## config.mk

```make
export PLATFORM = sky130hd
export DESIGN_NAME = booth_iter_mul_flat
export DESIGN_NICKNAME = d
export VERILOG_FILES = /design/src/rtl/mul_pkg.sv /design/src/rtl/booth_iter_mul_if.sv /design/src/rtl/booth_encoder.sv /design/src/rtl/booth_pp_select.sv /design/src/rtl/booth_iter_mul.sv /design/src/flat_wrapper.sv
export SDC_FILE = /design/constraint.sdc
export NUM_CORES = 1
export LEC_CHECK = 0
export ABC_CLOCK_PERIOD_IN_PS = 6350
export CORE_MARGIN = 5
export CORE_UTILIZATION = 53
export CTS_CLUSTER_DIAMETER = 150
export CTS_CLUSTER_SIZE = 16
export DETAILED_ROUTE_END_ITERATION = 16
export GPL_ROUTABILITY_DRIVEN = 0
export PLACE_DENSITY_LB_ADDON = 0.3
export SLEW_MARGIN = 0
export SYNTH_ARGS = -nofsm -noshare
export SYNTH_HDL_FRONTEND = slang
export SYNTH_HIERARCHICAL = 1
export SYNTH_SLANG_ARGS = --single-unit
```

## constraint.sdc

```tcl
create_clock -name clk -period 6.35 [get_ports clk]
set_clock_uncertainty 0.15 [all_clocks]
set_input_delay 0.635 -clock clk [delete_from_list [all_inputs] [get_ports clk]]
set_output_delay 0.635 -clock clk [all_outputs]
set_load 0.1 [all_outputs]
```

## src/rtl/mul_pkg.sv

```systemverilog
// Shared types and constants for the iterative radix-16 Booth multiplier.
package mul_pkg;

    localparam int PP_EXT = 5;

    typedef enum logic [4:0] {
        PP_0,
        PP_1A, PP_2A, PP_3A, PP_4A, PP_5A, PP_6A, PP_7A, PP_8A,
        PP_not1A, PP_not2A, PP_not3A, PP_not4A,
        PP_not5A, PP_not6A, PP_not7A, PP_not8A
    } booth_sel_t;

    typedef enum logic [1:0] {
        IDLE,
        PRECOMP,
        ACCUM,
        DONE
    } mul_state_t;

endpackage

```

## src/rtl/booth_iter_mul_if.sv

```systemverilog
// Operand and result valid/ready handshake bundle for booth_iter_mul.
interface booth_iter_mul_if #(parameter int WIDTH = 16);

    logic               in_valid;
    logic               in_ready;
    logic [WIDTH-1:0]   in_a;
    logic [WIDTH-1:0]   in_b;
    logic               out_valid;
    logic               out_ready;
    logic [2*WIDTH-1:0] out_p;
    logic               busy;

    modport master (
        output in_valid, in_a, in_b, out_ready,
        input  in_ready, out_valid, out_p, busy
    );

    modport slave (
        input  in_valid, in_a, in_b, out_ready,
        output in_ready, out_valid, out_p, busy
    );

endinterface

```

## src/rtl/booth_encoder.sv

```systemverilog
// Radix-16 Booth recoder: maps a 5-bit multiplier window to a signed digit -8..+8.
module booth_encoder
    import mul_pkg::*;
(
    input  logic [4:0] window,
    output booth_sel_t pp_sel
);

    logic [4:0] digit;

    // Digit = signed(window[4:1]) + window[0], kept mod 32 so -8 and +8 stay distinct.
    always_comb begin
        digit  = {window[4], window[4:1]} + {4'b0000, window[0]};
        pp_sel = PP_0;
        case (digit)
            5'd1:    pp_sel = PP_1A;
            5'd2:    pp_sel = PP_2A;
            5'd3:    pp_sel = PP_3A;
            5'd4:    pp_sel = PP_4A;
            5'd5:    pp_sel = PP_5A;
            5'd6:    pp_sel = PP_6A;
            5'd7:    pp_sel = PP_7A;
            5'd8:    pp_sel = PP_8A;
            5'd31:   pp_sel = PP_not1A;
            5'd30:   pp_sel = PP_not2A;
            5'd29:   pp_sel = PP_not3A;
            5'd28:   pp_sel = PP_not4A;
            5'd27:   pp_sel = PP_not5A;
            5'd26:   pp_sel = PP_not6A;
            5'd25:   pp_sel = PP_not7A;
            5'd24:   pp_sel = PP_not8A;
            default: pp_sel = PP_0;
        endcase
    end

endmodule

```

## src/rtl/booth_pp_select.sv

```systemverilog
// Picks the partial product for one Booth digit from A and its precomputed odd multiples.
module booth_pp_select
    import mul_pkg::*;
#(
    parameter int WIDTH = 16
) (
    input  booth_sel_t                pp_sel,
    input  logic [WIDTH-1:0]          a,
    input  logic [WIDTH+PP_EXT-1:0]   a3,
    input  logic [WIDTH+PP_EXT-1:0]   a5,
    input  logic [WIDTH+PP_EXT-1:0]   a7,
    output logic [WIDTH+PP_EXT-1:0]   pp
);

    localparam int PW = WIDTH + PP_EXT;

    logic [PW-1:0] a1;
    logic [PW-1:0] mag;
    logic          neg;

    assign a1 = {{PP_EXT{a[WIDTH-1]}}, a};

    // Even multiples come from shifting A or 3A; negative digits use full two's-complement negation.
    always_comb begin
        mag = '0;
        neg = 1'b0;
        case (pp_sel)
            PP_1A, PP_not1A: mag = a1;
            PP_2A, PP_not2A: mag = a1 << 1;
            PP_3A, PP_not3A: mag = a3;
            PP_4A, PP_not4A: mag = a1 << 2;
            PP_5A, PP_not5A: mag = a5;
            PP_6A, PP_not6A: mag = a3 << 1;
            PP_7A, PP_not7A: mag = a7;
            PP_8A, PP_not8A: mag = a1 << 3;
            default:         mag = '0;
        endcase
        neg = (pp_sel inside {PP_not1A, PP_not2A, PP_not3A, PP_not4A,
                              PP_not5A, PP_not6A, PP_not7A, PP_not8A});
        pp  = neg ? -mag : mag;
    end

endmodule

```

## src/rtl/booth_iter_mul.sv

```systemverilog
// Iterative radix-16 Booth signed multiplier: one Booth digit per cycle, MSB digit first.
module booth_iter_mul
    import mul_pkg::*;
#(
    parameter int WIDTH = 16
) (
    input  logic           clk,
    input  logic           rst_n,
    booth_iter_mul_if.slave bus
);

    localparam int N     = WIDTH / 4;
    localparam int CNT_W = (N > 1) ? $clog2(N) : 1;
    localparam int PW    = WIDTH + PP_EXT;
    localparam int AW    = 2 * WIDTH;

    mul_state_t        state_q, state_d;
    logic [WIDTH-1:0]  a_q, b_q;
    logic [PW-1:0]     a3_q, a5_q, a7_q;
    logic [AW-1:0]     acc_q, acc_next, p_q;
    logic [CNT_W-1:0]  cnt_q;
    logic [PW-1:0]     a_ext, pp;
    logic [WIDTH:0]    b_ext;
    logic [4:0]        window;
    booth_sel_t        pp_sel;

    assign a_ext    = {{PP_EXT{a_q[WIDTH-1]}}, a_q};
    assign b_ext    = {b_q, 1'b0};
    assign window   = b_ext[{cnt_q, 2'b00} +: 5];
    assign acc_next = (acc_q << 4) + {{(AW-PW){pp[PW-1]}}, pp};

    booth_encoder u_enc (
        .window (window),
        .pp_sel (pp_sel)
    );

    booth_pp_select #(.WIDTH(WIDTH)) u_sel (
        .pp_sel (pp_sel),
        .a      (a_q),
        .a3     (a3_q),
        .a5     (a5_q),
        .a7     (a7_q),
        .pp     (pp)
    );

    always_ff @(posedge clk or negedge rst_n) begin
        if (!rst_n) state_q <= IDLE;
        else        state_q <= state_d;
    end

    always_comb begin
        state_d = state_q;
        case (state_q)
            IDLE:    if (bus.in_valid) state_d = PRECOMP;
            PRECOMP: state_d = ACCUM;
            ACCUM:   if (cnt_q == '0) state_d = DONE;
            DONE:    if (bus.out_ready) state_d = IDLE;
            default: state_d = IDLE;
        endcase
    end

    // Operands only load in IDLE, so in_valid during a computation is ignored.
    always_ff @(posedge clk or negedge rst_n) begin
        if (!rst_n) begin
            a_q   <= '0;
            b_q   <= '0;
            a3_q  <= '0;
            a5_q  <= '0;
            a7_q  <= '0;
            acc_q <= '0;
            cnt_q <= '0;
            p_q   <= '0;
        end else begin
            case (state_q)
                IDLE: begin
                    if (bus.in_valid) begin
                        a_q   <= bus.in_a;
                        b_q   <= bus.in_b;
                        acc_q <= '0;
                        cnt_q <= CNT_W'(N - 1);
                    end
                end
                PRECOMP: begin
                    a3_q <= (a_ext << 1) + a_ext;
                    a5_q <= (a_ext << 2) + a_ext;
                    a7_q <= (a_ext << 3) - a_ext;
                end
                ACCUM: begin
                    acc_q <= acc_next;
                    if (cnt_q == '0) p_q <= acc_next;
                    else             cnt_q <= cnt_q - 1'b1;
                end
                default: ;
            endcase
        end
    end

    assign bus.in_ready  = (state_q == IDLE);
    assign bus.out_valid = (state_q == DONE);
    assign bus.busy      = (state_q != IDLE);
    assign bus.out_p     = p_q;

endmodule

```

## src/flat_wrapper.sv

```systemverilog
// flat-port wrapper written by rule: the top's interface ports become plain ports
module booth_iter_mul_flat import mul_pkg::*;
#(
    parameter int WIDTH = 16
)
  (clk, rst_n, bus_in_valid, bus_in_a, bus_in_b, bus_out_ready, bus_in_ready, bus_out_valid, bus_out_p, bus_busy);
  booth_iter_mul_if #(.WIDTH(WIDTH)) bus_i ();
  input  logic clk;
  input  logic rst_n;
  input wire logic [$bits(bus_i.in_valid)-1:0] bus_in_valid;
  input wire logic [$bits(bus_i.in_a)-1:0] bus_in_a;
  input wire logic [$bits(bus_i.in_b)-1:0] bus_in_b;
  input wire logic [$bits(bus_i.out_ready)-1:0] bus_out_ready;
  output wire logic [$bits(bus_i.in_ready)-1:0] bus_in_ready;
  output wire logic [$bits(bus_i.out_valid)-1:0] bus_out_valid;
  output wire logic [$bits(bus_i.out_p)-1:0] bus_out_p;
  output wire logic [$bits(bus_i.busy)-1:0] bus_busy;
  assign bus_i.in_valid = bus_in_valid;
  assign bus_i.in_a = bus_in_a;
  assign bus_i.in_b = bus_in_b;
  assign bus_i.out_ready = bus_out_ready;
  assign bus_in_ready = bus_i.in_ready;
  assign bus_out_valid = bus_i.out_valid;
  assign bus_out_p = bus_i.out_p;
  assign bus_busy = bus_i.busy;
  booth_iter_mul #(.WIDTH(WIDTH)) u_core (.clk(clk), .rst_n(rst_n), .bus(bus_i));
endmodule
```

Word level (Yosys, flattened, before mapping). Memory sizes are Yosys's and may differ from the RTL's. Index checks and enable logic that the tools add are counted.

Memory bits (read-only): 160. Input port bits: 36. Memories kept: 1. Output and inout bits: 35. Register bits after elaboration: 159. Word-level logic and storage cells: 70.

Reduce and logical (&&, ||, !) cells: 18. Muxes and demuxes: 11. Add/subtract/negate cells: 7. Equal/unequal tests: 23. Shift operators: 1.

Memories: (no name shown) (depth 32, width 5, read ports 1, clocked after memory_dff 0, write ports 0, RTL line booth_encoder.sv:15) `case (digit)`.

Operators with widths (number): 21-bit case mux with 8 select lines (1); 28-bit case mux with 2 select lines (1); 5-bit by 4-bit == test with 1-bit output, second input constant (8); 32-bit adder (1); 28-bit two-way mux (1); 21-bit two-way mux (1); 21-bit negator (1); 5-bit by 3-bit == test with 1-bit output, second input constant (4); 19-bit by 16-bit subtractor with 20-bit output (1); 18-bit by 16-bit adder with 19-bit output (1); 17-bit by 16-bit adder with 18-bit output (1); 17-bit by 5-bit variable part select with 5-bit output (1); 2-bit OR reduction (8); 5-bit by 2-bit == test with 1-bit output, second input constant (2); 2-bit two-way mux (5); 2-bit case mux with 4 select lines (1); 8-bit nonzero test (1); 2-bit != test, second input constant (3); 2-bit AND reduction (3); 3-bit AND reduction (2); 4-bit by 2-bit adder with 5-bit output (1); 5-bit by 1-bit == test with 1-bit output, second input constant (1); 5-bit == test, second input constant (1); 2-bit == test, second input constant (2); 6 further kinds (8).

Logic depth before layout (Yosys ltp). An unclocked memory read counts as a cell.

Depth after elaboration: 10. Gate-level depth with buffers: 32. Depth with buffers taken out: 28.

Hierarchy. The synthesis kept the hierarchy.

By module, submodules not included: booth_iter_mul (cells each 881, sequential area each 3728.6 sq um, area an instance 9237.6 sq um, times used 1); booth_pp_select (cells each 229, sequential area each 0.0 sq um, area an instance 1896.8 sq um, times used 1); booth_encoder (cells each 26, sequential area each 0.0 sq um, area an instance 191.4 sq um, times used 1).

Worst setup path after synthesis. OpenSTA, ideal clock, no wires.

Path kind: reg2reg. From: reg u_core.cnt_q[0]. To: reg u_core.p_q[25] (netlist: u_core/bus.out_p[25]). Cell stages (with the launch flop): 27. Setup time: 126 ps. Setup slack: -570 ps. Data arrival time: 6644 ps. Cell sequence: dfrtp_1 -> clkbuf_1 -> mux4_2 -> ha_1 -> ha_1 -> inv_1 -> ha_1 -> nand2b_1 -> a21oi_1 -> o311a_1 -> buf_6 -> buf_2 -> mux2_2 -> a22oi_1 -> and2_1 -> ha_1 -> nor4b_2 -> nand3_2 -> o41ai_2 -> xor2_1 -> ha_1 -> and3_2 -> nand4_1 -> or4_1 -> o21a_1 -> xnor2_1 -> mux2_2.

Longest elaborated chain between the ends: 9.

RTL lines: from (decl) (RTL line booth_iter_mul.sv:21) `logic [CNT_W-1:0] cnt_q;`; from (signal assigned) (RTL line booth_iter_mul.sv:80) `cnt_q <= CNT_W'(N - 1);`; from (signal assigned) (RTL line booth_iter_mul.sv:91) `else cnt_q <= cnt_q - 1'b1;`; 17-bit by 5-bit variable part select with 5-bit output (*) (RTL line booth_iter_mul.sv:29) `assign window = b_ext[{cnt_q, 2'b00} +: 5];`; named net u_core.window[1] (RTL line booth_iter_mul.sv:24) `logic [4:0] window;`; 4-bit by 2-bit adder with 5-bit output (*) (RTL line booth_encoder.sv:13) `digit = {window[4], window[4:1]} + {4'b0000, window[0]};`; memory 32 x 5 bit (*); named net u_core.pp_sel[2] (RTL line booth_iter_mul.sv:25) `booth_sel_t pp_sel;`; 5-bit == test (tied with other cells) (RTL line booth_pp_select.sv:27, booth_pp_select.sv:38); 2-bit OR reduction (RTL line booth_pp_select.sv:27) `case (pp_sel)`; 21-bit case mux with 8 select lines (RTL line booth_pp_select.sv:27); 21-bit negator (RTL line booth_pp_select.sv:40) `pp = neg ? -mag : mag;`; 21-bit two-way mux (*) (RTL line booth_pp_select.sv:40); named net u_core.pp[20] (RTL line booth_iter_mul.sv:22) `logic [PW-1:0] a_ext, pp;`; 32-bit adder (*) (RTL line booth_iter_mul.sv:30) `assign acc_next = (acc_q << 4) + {{(AW-PW){pp[PW-1]}}, pp};`; to (signal assigned) (RTL line booth_iter_mul.sv:90) `if (cnt_q == '0) p_q <= acc_next;`; to (decl) (RTL line booth_iter_mul.sv:20) `logic [AW-1:0] acc_q, acc_next, p_q;`.

Mark *: on every way through the listed nets, which the timed path passes. The rest lies on a longest branch. A chain may end at the register's enable or synchronous reset.

Worst setup path in the final report. Same ends and word-level chain as after synthesis.

==> results.toml <==
[sta]
rsz0062_at_grt = "yes"
fmax_ghz = 0.157
hold_violations = 0
finalMaxSlewViolations = 0
finalSetupViolations = 1
timing.final.crit_period_ns = 6.35
setup_slack_ns = -0.00377
slew_headroom = 0.338
worstMarginPinSlew_ns = 0.990
fin_setup_tns_ns = -0.00377
post-route-period-util = 1.00

[synth]
synthCells = 1136
synthDistinctLibCells = 96
synthTopCellsByArea = "dfrtp_1, mux2_2, ha_1, xnor2_1, a21oi_1"
synthArstFlopShare = 1.00
synth_flop_cell = "dfrtp_1"
synth.top_cell.area_share = 0.329
netlist_area_um2 = 11300
synth_seq_cells = 149
synth_nets = 1258
ys_seq_area_frac = 0.329
yosysWarnings = 6
yosysMostFrequentCell = "dfrtp_1"
yosys-top-cells-count = "dfrtp_1, mux2_2, ha_1, nand2_1, a21oi_1"
syn_area_per_cell_um2 = 9.97
synth-edff-count = 0
synth_top_area_cell = "dfrtp_1"

[detailed_routing]
via_per_inst = 6.06
drt-initial-drc-count = 511
postRouteAntennaNets = 0
wl_per_cell_um = 18.3
drt-total-wl_mm = 29.1
drt_first_pass_iters = 6
route.detailed.drc = 0
vias = 9622

[floorplan]
top_level_ports = 71
core_area_um2 = 21000
dieArea_um2 = 24400
num_rows = 53
die_width_um = 156
die_y_um = 156
start_util = 0.539

[finish]
multi_input_area_um2 = 7650
layout.nets = 1421
regArea_um2 = 3730
layout-drive-gt1-share = 0.284
fillers = 1546
area_growth_pct = 25.7
antenna_cells_inserted = 0

[grt]
grt_antenna_before_repair = 0
grt_max_degree = 78
track_usage = 0.231
grt_pass1_vias = 9431
grt_pass1_wl_mm = 46.0
overflow = 0

[hold_path]
hp-class = "input port to asynchronous set/reset pin"

[clocking]
clk_pin_slew_ns = 0.07
cts-root-buf = "clkbuf_16"
cts_tree = "yes"
clockBufferDepth = 2
cts_hold_buf = 0
cts.sinks = 149
cts_buffers = 17
h-tree-depth = 4
insertion_delay_ns = 0.43

[status]
violations = "setup timing"
status = "complete, but fails checks"

[placement]
place_hpwl_mm = 20.5
port_buffers = 70

[run]
max_cap_violations = 0

[worst_setup_path]
cp_max_fo = 6
critPathLaunchType = "register"
critPathCaptureType = "register"
critPathRequiredTime_ns = 6.52
worstSetupPathType = "register to register"
worst_ep_arrival_time_ns = 6.52
timing repair:
action,in CTS,in global routing
cloned,0,0
resized for setup,15,92
setup buffers,5,20
endpoints found under the setup margin,14,35
hold endpoints to repair,0,0
pin swaps,9,39
metrics by stage:
step | setup slack [ns] | utilization | instance area (um^2) | hold slack [ns] | cells
after floorplan | 0.00655 | - | 11500 | 0.189 | 1136
after global placement | -0.0105 | 0.617 | 13000 | 0.313 | 1531
after detailed placement | -0.0924 | 0.617 | 13000 | 0.327 | 1531
after CTS | 0.00611 | 0.651 | 13700 | 0.0993 | 1568
after global routing | -0.195 | 0.677 | 14200 | 0.125 | 1587
final | -0.00377 | 0.677 | 14200 | 0.0670 | 1587
sequential cells by signal (all words and copies together) (netlist names), 16 cells and up:
signal	cells
u_core/a_q	16
u_core/a7_q	19
u_core/b_q	16
u_core/a5_q	17
u_core/acc_q	28
u_core/bus.out_p	32
u_core/a3_q	17
path summary, 6_finish.rpt:
path / start / to / slack (ns) / cells after the start
min: rst_n / u_core/b_q[5] / 0.07 / 1
max: u_core/cnt_q[0] / u_core/bus.out_p[25] / -0.004 / 25
max reg2reg: u_core/cnt_q[0] / u_core/bus.out_p[25] / -0.004 / 25
max in group asynchronous: rst_n / u_core/a5_q[14] / 4.52 / 2
min reg2reg: u_core/bus.out_p[27] / u_core/bus.out_p[27] / 0.34 / 2
min in group clk: u_core/bus.out_p[27] / u_core/bus.out_p[27] / 0.34 / 2
metal layers:
layer,GRT usage,vias to the layer above,share of wire
met3,0.0369,55,0.042
met2,0.397,265,0.50
met5,0,-,0
met1,0.298,4770,0.44
li1,-,4532,-
met4,0.0793,0,0.026
cell type report:
class                           instances  area share
Clock inverter                         13      0.0102
Inverter                               58      0.0155
Sequential cell                       149       0.262
Clock buffer                           19      0.0311
Tap cell                              275      0.0242
Timing Repair Buffer                  194       0.120
Multi-Input combinational cell        879       0.537
critical path: stages, from the launching register on:
cell and delay, ns:
dfrtp_1 0.41, mux4_2 0.56, ha_4 0.20, ha_4 0.28
inv_4 0.05, ha_2 0.17, nand2b_4 0.15, a21oi_4 0.15
o311a_4 0.21, buf_6 0.13, mux2_4 0.30, a32o_1 0.20
a221o_1 0.32, a2111oi_4 0.26, nand3_2 0.20, buf_6 0.17
o41ai_4 0.42, xor2_4 0.12, buf_12 0.17, ha_4 0.26
and3_4 0.18, nand4_1 0.11, or4_1 0.42, o21a_2 0.25
xnor2_2 0.14, mux2_2 0.26
cells in the final DEF (no fill, tap or decap), types with 44 or more instances in the layout:
| master | count |
|---|---|
| dfrtp_1 | 149 |
| buf_4 | 109 |
| mux2_2 | 97 |
| nand2_1 | 72 |
| ha_1 | 71 |
| clkdlybuf4s50_1 | 69 |
| a21oi_1 | 63 |
| inv_1 | 57 |
| xnor2_1 | 54 |
| nor2_1 | 44 |
| o21ai_0 | 44 |
cells by family (layout without fill, tap and decap cells):
logic type,after synthesis,after routing,synth area share
compound gates,312,312,0.196
xor+xnor,83,83,0.0642
fa+ha+maj,86,86,0.0970
buf+inv,108,284,0.0455
flops,149,149,0.329
mux,138,138,0.149
simple gates,260,260,0.120
Power is left out: the tool's default activity adds up to more than one toggle a clock period on the data nets, which glitch-free logic cannot reach.
